## config.mk

```make
export PLATFORM = sky130hd
export DESIGN_NAME = div_issue_ctrl
export DESIGN_NICKNAME = d
export VERILOG_FILES = /design/src/rtl/div_pkg.sv /design/src/rtl/div_issue_ctrl.sv
export SDC_FILE = /design/constraint.sdc
export NUM_CORES = 1
export LEC_CHECK = 0
export BUFFER_PORTS_ARGS = -buffer_cell sky130_fd_sc_hd__buf_4
export CAP_MARGIN = 20
export CORE_AREA = 2 2 161 163
export DETAILED_ROUTE_END_ITERATION = 7
export DIE_AREA = 0 0 163 165
export GPL_TIMING_DRIVEN = 0
export PLACE_DENSITY = 0.6
export SKIP_LAST_GASP = 1
export SYNTH_ARGS = -nofsm -noshare
export SYNTH_HDL_FRONTEND = slang
export SYNTH_SLANG_ARGS = --single-unit
```

## constraint.sdc

```tcl
create_clock -name clk -period 2.6 [get_ports clk]
set_input_delay 0.39 -clock clk [delete_from_list [all_inputs] [get_ports clk]]
set_output_delay 0.39 -clock clk [all_outputs]
set_load 0.03 [all_outputs]
```

## src/rtl/div_pkg.sv

```systemverilog
// div_pkg: shared op encodings, FSM states and datapath width for the divider issue controller.
package div_pkg;
    localparam int XLEN = 64;
    localparam int DIV_OP_UNSIGNED = 0;
    localparam int DIV_OP_REM = 1;
    localparam int DIV_OP_WORD = 2;
    localparam logic [2:0] DIV_OP_DIV = 3'b000;
    localparam logic [2:0] DIV_OP_DIVU = 3'b001;
    localparam logic [2:0] DIV_OP_REMS = 3'b010;
    localparam logic [2:0] DIV_OP_REMU = 3'b011;
    localparam logic [2:0] DIV_OP_DIVW = 3'b100;
    localparam logic [2:0] DIV_OP_DIVUW = 3'b101;
    localparam logic [2:0] DIV_OP_REMW = 3'b110;
    localparam logic [2:0] DIV_OP_REMUW = 3'b111;
    typedef enum logic [2:0] {
        S_IDLE  = 3'd0,
        S_ISSUE = 3'd1,
        S_WAIT  = 3'd2,
        S_WB    = 3'd3,
        S_DRAIN = 3'd4
    } state_t;
endpackage

```

## src/rtl/div_issue_ctrl.sv

```systemverilog
// div_issue_ctrl: one-deep issue/capture controller for the iterative divider, with flush drain.
// Optional DIV_ZERO_BYPASS_EN resolves divide-by-zero locally without using the divider.
module div_issue_ctrl #(
    parameter int TAG_W = 6,
    parameter int XLEN  = div_pkg::XLEN
) (
    input  logic             clk,
    input  logic             rst_n,
    input  logic             uop_valid,
    output logic             uop_ready,
    input  logic [XLEN-1:0]  uop_op1,
    input  logic [XLEN-1:0]  uop_op2,
    input  logic [2:0]       uop_div_op,
    input  logic [TAG_W-1:0] uop_tag,
    input  logic             flush,
    output logic             div_req_valid,
    input  logic             div_req_ready,
    output logic [XLEN-1:0]  div_operand1,
    output logic [XLEN-1:0]  div_operand2,
    output logic [2:0]       div_op,
    input  logic             div_resp_valid,
    input  logic [XLEN-1:0]  div_resp_result,
    output logic             wb_valid,
    input  logic             wb_ready,
    output logic [XLEN-1:0]  wb_data,
    output logic [TAG_W-1:0] wb_tag
);
    import div_pkg::*;

    state_t           state_q, state_d;
    logic [XLEN-1:0]  op1_q, op1_d, op2_q, op2_d, data_q, data_d;
    logic [2:0]       op_q, op_d;
    logic [TAG_W-1:0] tag_q, tag_d;
    logic             accept, bypass;
    logic [XLEN-1:0]  bypass_data;

    assign uop_ready     = (state_q == S_IDLE) && !flush;
    assign div_req_valid = (state_q == S_ISSUE);
    assign wb_valid      = (state_q == S_WB);
    assign div_operand1  = op1_q;
    assign div_operand2  = op2_q;
    assign div_op        = op_q;
    assign wb_data       = data_q;
    assign wb_tag        = tag_q;
    assign accept        = uop_valid && uop_ready;

`ifdef DIV_ZERO_BYPASS_EN
    function automatic logic [XLEN-1:0] zero_div_result(input logic [2:0] op, input logic [XLEN-1:0] a);
        return !op[DIV_OP_REM] ? '1 : op[DIV_OP_WORD] ? {{(XLEN-32){a[31]}}, a[31:0]} : a;
    endfunction
    assign bypass      = uop_div_op[DIV_OP_WORD] ? (uop_op2[31:0] == '0) : (uop_op2 == '0);
    assign bypass_data = zero_div_result(uop_div_op, uop_op1);
`else
    assign bypass      = 1'b0;
    assign bypass_data = '0;
`endif

    always_comb begin
        state_d = state_q;
        op1_d   = op1_q;
        op2_d   = op2_q;
        op_d    = op_q;
        tag_d   = tag_q;
        data_d  = data_q;
        case (state_q)
            S_IDLE: begin
                if (accept) begin
                    op1_d   = uop_op1;
                    op2_d   = uop_op2;
                    op_d    = uop_div_op;
                    tag_d   = uop_tag;
                    data_d  = bypass ? bypass_data : data_q;
                    state_d = bypass ? S_WB : S_ISSUE;
                end
            end
            // a flushed request that still handshakes must be drained: the divider cannot abort
            S_ISSUE: state_d = div_req_ready ? (flush ? S_DRAIN : S_WAIT) : (flush ? S_IDLE : S_ISSUE);
            S_WAIT: begin
                state_d = div_resp_valid ? (flush ? S_IDLE : S_WB) : (flush ? S_DRAIN : S_WAIT);
                data_d  = (div_resp_valid && !flush) ? div_resp_result : data_q;
            end
            S_WB:    state_d = (wb_ready || flush) ? S_IDLE : S_WB;
            S_DRAIN: state_d = div_resp_valid ? S_IDLE : S_DRAIN;
            default: state_d = S_IDLE;
        endcase
    end

    always_ff @(posedge clk or negedge rst_n) begin
        if (!rst_n) begin
            state_q <= S_IDLE;
            op1_q   <= '0;
            op2_q   <= '0;
            op_q    <= '0;
            tag_q   <= '0;
            data_q  <= '0;
        end else begin
            state_q <= state_d;
            op1_q   <= op1_d;
            op2_q   <= op2_d;
            op_q    <= op_d;
            tag_q   <= tag_d;
            data_q  <= data_d;
        end
    end
endmodule

```

==> results_dict.tcl <==
set metrics [dict create \
    seq_area_sq_mm 0.005105 \
    hold_path_end "wb_data[58]" \
    whs_path_depth 2 \
    grt_use_total 0.1549 \
    status "completed" \
    cts_max_level 1 \
    fin_area_sq_mm 0.01259 \
    final_nets 1099 \
    final-hold-violation-count 0 \
    rr_startpoint "state_q[0]" \
    post_drt_wl_per_cell_microns 17.74 \
    placed_cells 1194 \
    setup_ws_ns 0.6293 \
    cp_max_fo 10 \
    worstPathRequired_ns 2.21 \
    rr_endpoint "wb_data[51]" \
    post_cts_buffers 0 \
    grt_max_degree 109 \
    r2r_cells 5 \
    finalSetupTns_ns 0 \
    clkSinkCount 204 \
    antenna_found_initial 0 \
    dp_hpwl_microns 16200 \
    rsz0062_at_grt "no" \
    placed_area_sq_mm 0.01181 \
    clkLatencyLatePin_ns 0.50 \
    wl_microns 21910 \
    min_period_over_period 0.7579 \
    slew_viol_final 0 \
    grt_overflow 0 \
    p_per_area_mw_per_mm2 1443 \
    worstMarginPinSlew_ns 0.7798 \
    gp_congestion 0.7457 \
    drtIter0Drc 180 \
    synth.distinct_cells 23 \
    worst-r2r-setup-slack_ns 0.80 \
    yosysSeqAreaShare 0.6168 \
    clk_pin_slew_worst_paths_ns 0.06 \
    viasPerCell 4.402 \
    vias 5437 \
    cp.arrival_ns 1.58 \
    clock.fmax_mhz 507.4 \
    syn-num-nets 660 \
    fillerInstances 2227 \
    irDropWorstVdd_mv 0.7921 \
    dp_slack_ns 0.8025 \
    n_antenna_cell 0 \
    synthToLayoutAreaGrowth_pct 52.17 \
    start_util 0.3306 \
    cts_made_buffers 24 \
    maxSlewHeadroom 0.4802 \
    p_leak_nw 6.623 \
    yosys_warnings 0 \
    cts_tree "yes" \
    synth_cells 452 \
    grt_pass1_vias 5702 \
    cap_violations 0 \
    multiInputGateArea_sq_mm 0.002930 \
    crit_path_end_kind "primary output" \
    coreArea_sq_mm 0.02504 \
    cts_resized 0 \
    postSynthAreaPerCell_sq_um 18.31 \
    die_height_microns 165 \
    stdcell_count 1235 \
    whs_ns 0.09560 \
    min_period_ns 1.971 \
    finalSetupViolations 0 \
    worstSetupPathType "reg2out" \
    dieArea_sq_mm 0.02690 \
    rows 58 \
    clockRootBuffer "clkbuf_16" \
    startpoint_type "register" \
    io_pins 412 \
    drcViolationCount 0 \
    drive_above_1_share 0.7425 \
    max-clock-path-buffers 3 \
    ys_ff_latch 204 \
    die_w_microns 163 \
    ant_nets 0 \
    grt_pass1_wl_microns 32520 \
    finalClockSkew_ns 0.008224 \
    hold_class "in2reg" \
    io_buffers 411 \
    first_pass_iters 6 \
    syn_area_sq_mm 0.008277 \
    worstHoldStart "div_resp_result[58]" \
]
## final cells by class
type / instances / area share
Inverter: 2 / 0.0005961
Clock inverter: 3 / 0.001888
Timing Repair Buffer: 413 / 0.2486
Clock buffer: 37 / 0.05961
Sequential cell: 204 / 0.4053
Buffer: 23 / 0.01858
Multi-Input combinational cell: 223 / 0.2327
Tap cell: 330 / 0.03278
## state kept, by name, summed over array words and instances, names as in the netlist
name / flops
div_op: 3
div_operand1: 64
div_operand2: 64
state_q: 3
wb_data: 64
wb_tag: 6
## how the worst max path moves through the flow
stage / from / cells after the start / to
final: state_q[0] / 3 / div_req_valid
after floorplan: state_q[2] / 5 / div_op[0]
after CTS: state_q[0] / 3 / div_req_valid
after global routing: state_q[0] / 3 / div_req_valid
after global placement: rst_n / 1 / div_operand1[62]
after detailed placement: state_q[0] / 5 / wb_data[51]
## metal layers
metal / routed length (microns) / GRT usage / up-vias
met5: 0 / 0 / -
met4: 674 / 0.05752 / 0
met3: 2123 / 0.05023 / 42
met2: 10790 / 0.2616 / 284
met1: 8312 / 0.1852 / 2639
li1: - / - / 2472
## cells in the final DEF, fill, tap and decap left out
cell type      instances
buf_4                414
dfrtp_1              204
mux2_4               133
mux2_2                66
clkbuf_16             25
buf_6                 16
clkbuf_8               9
clkbuf_1               4
nor2_1                 3
buf_2                  2
nor3b_1                2
inv_1                  2
and3_1                 2
mux2_1                 2
a21oi_1                2
o21ai_0                2
nand2b_1               2
nor4bb_1               2
nor4_4                 1
nand2_1                1
nand4_4                1
nor4_1                 1
a21boi_0               1
a211oi_1               1
a221oi_1               1
inv_8                  1
clkinv_2               1
clkinvlp_4             1
dlygate4sd3_1          1
buf_8                  1
buf_16                 1
## cell usage after synthesis, drive strengths merged
library cell / n / share of area
a211oi: 1 / 0.00091
a21boi: 1 / 0.00091
a21oi: 2 / 0.0012
a221oi: 1 / 0.0011
and3: 2 / 0.0015
buf: 22 / 0.027
clkbuf: 1 / 0.0017
dfrtp: 204 / 0.62
inv: 2 / 0.00091
mux2: 201 / 0.33
nand2: 1 / 0.00045
nand2b: 2 / 0.0015
nand4: 1 / 0.0026
nor2: 3 / 0.0014
nor3b: 2 / 0.0018
nor4: 2 / 0.0033
nor4bb: 2 / 0.0024
o21ai: 2 / 0.0012
## kinds of logic after synthesis
family | after synthesis | share of synthesized area
simple gates | 15 | 0.01496
compound gates | 7 | 0.005292
buf+inv | 25 | 0.02918
mux | 201 | 0.3338
flops | 204 | 0.6168
## critical path: stages, from the launching register on
cell and delay (ns):
dfrtp_1 0.38, buf_2 0.20, nor3b_1 0.27, buf_4 0.22
## metrics by stage
step	util	power, mW
6_report	0.5030	18.18
5_1_grt	0.5030	19.06
4_1_cts	0.5030	18.42
3_5_place_dp	0.4717	15.02
3_3_place_gp	0.4703	14.92
2_1_floorplan	-	11.44
## repair_timing
action	4_1_cts	5_1_grt
hold buffers	1	0
hold endpoints to repair	96	0
setup endpoints to repair	0	0
## power breakdown
group / switching, mW / total, mW / internal, mW
Sequential: 0.887 / 5.67 / 4.78
Clock: 1.29 / 3.27 / 1.97
Combinational: 4.97 / 9.24 / 4.27
Total: 7.15 / 18.2 / 11.0
(Power assumes the default switching activity.)
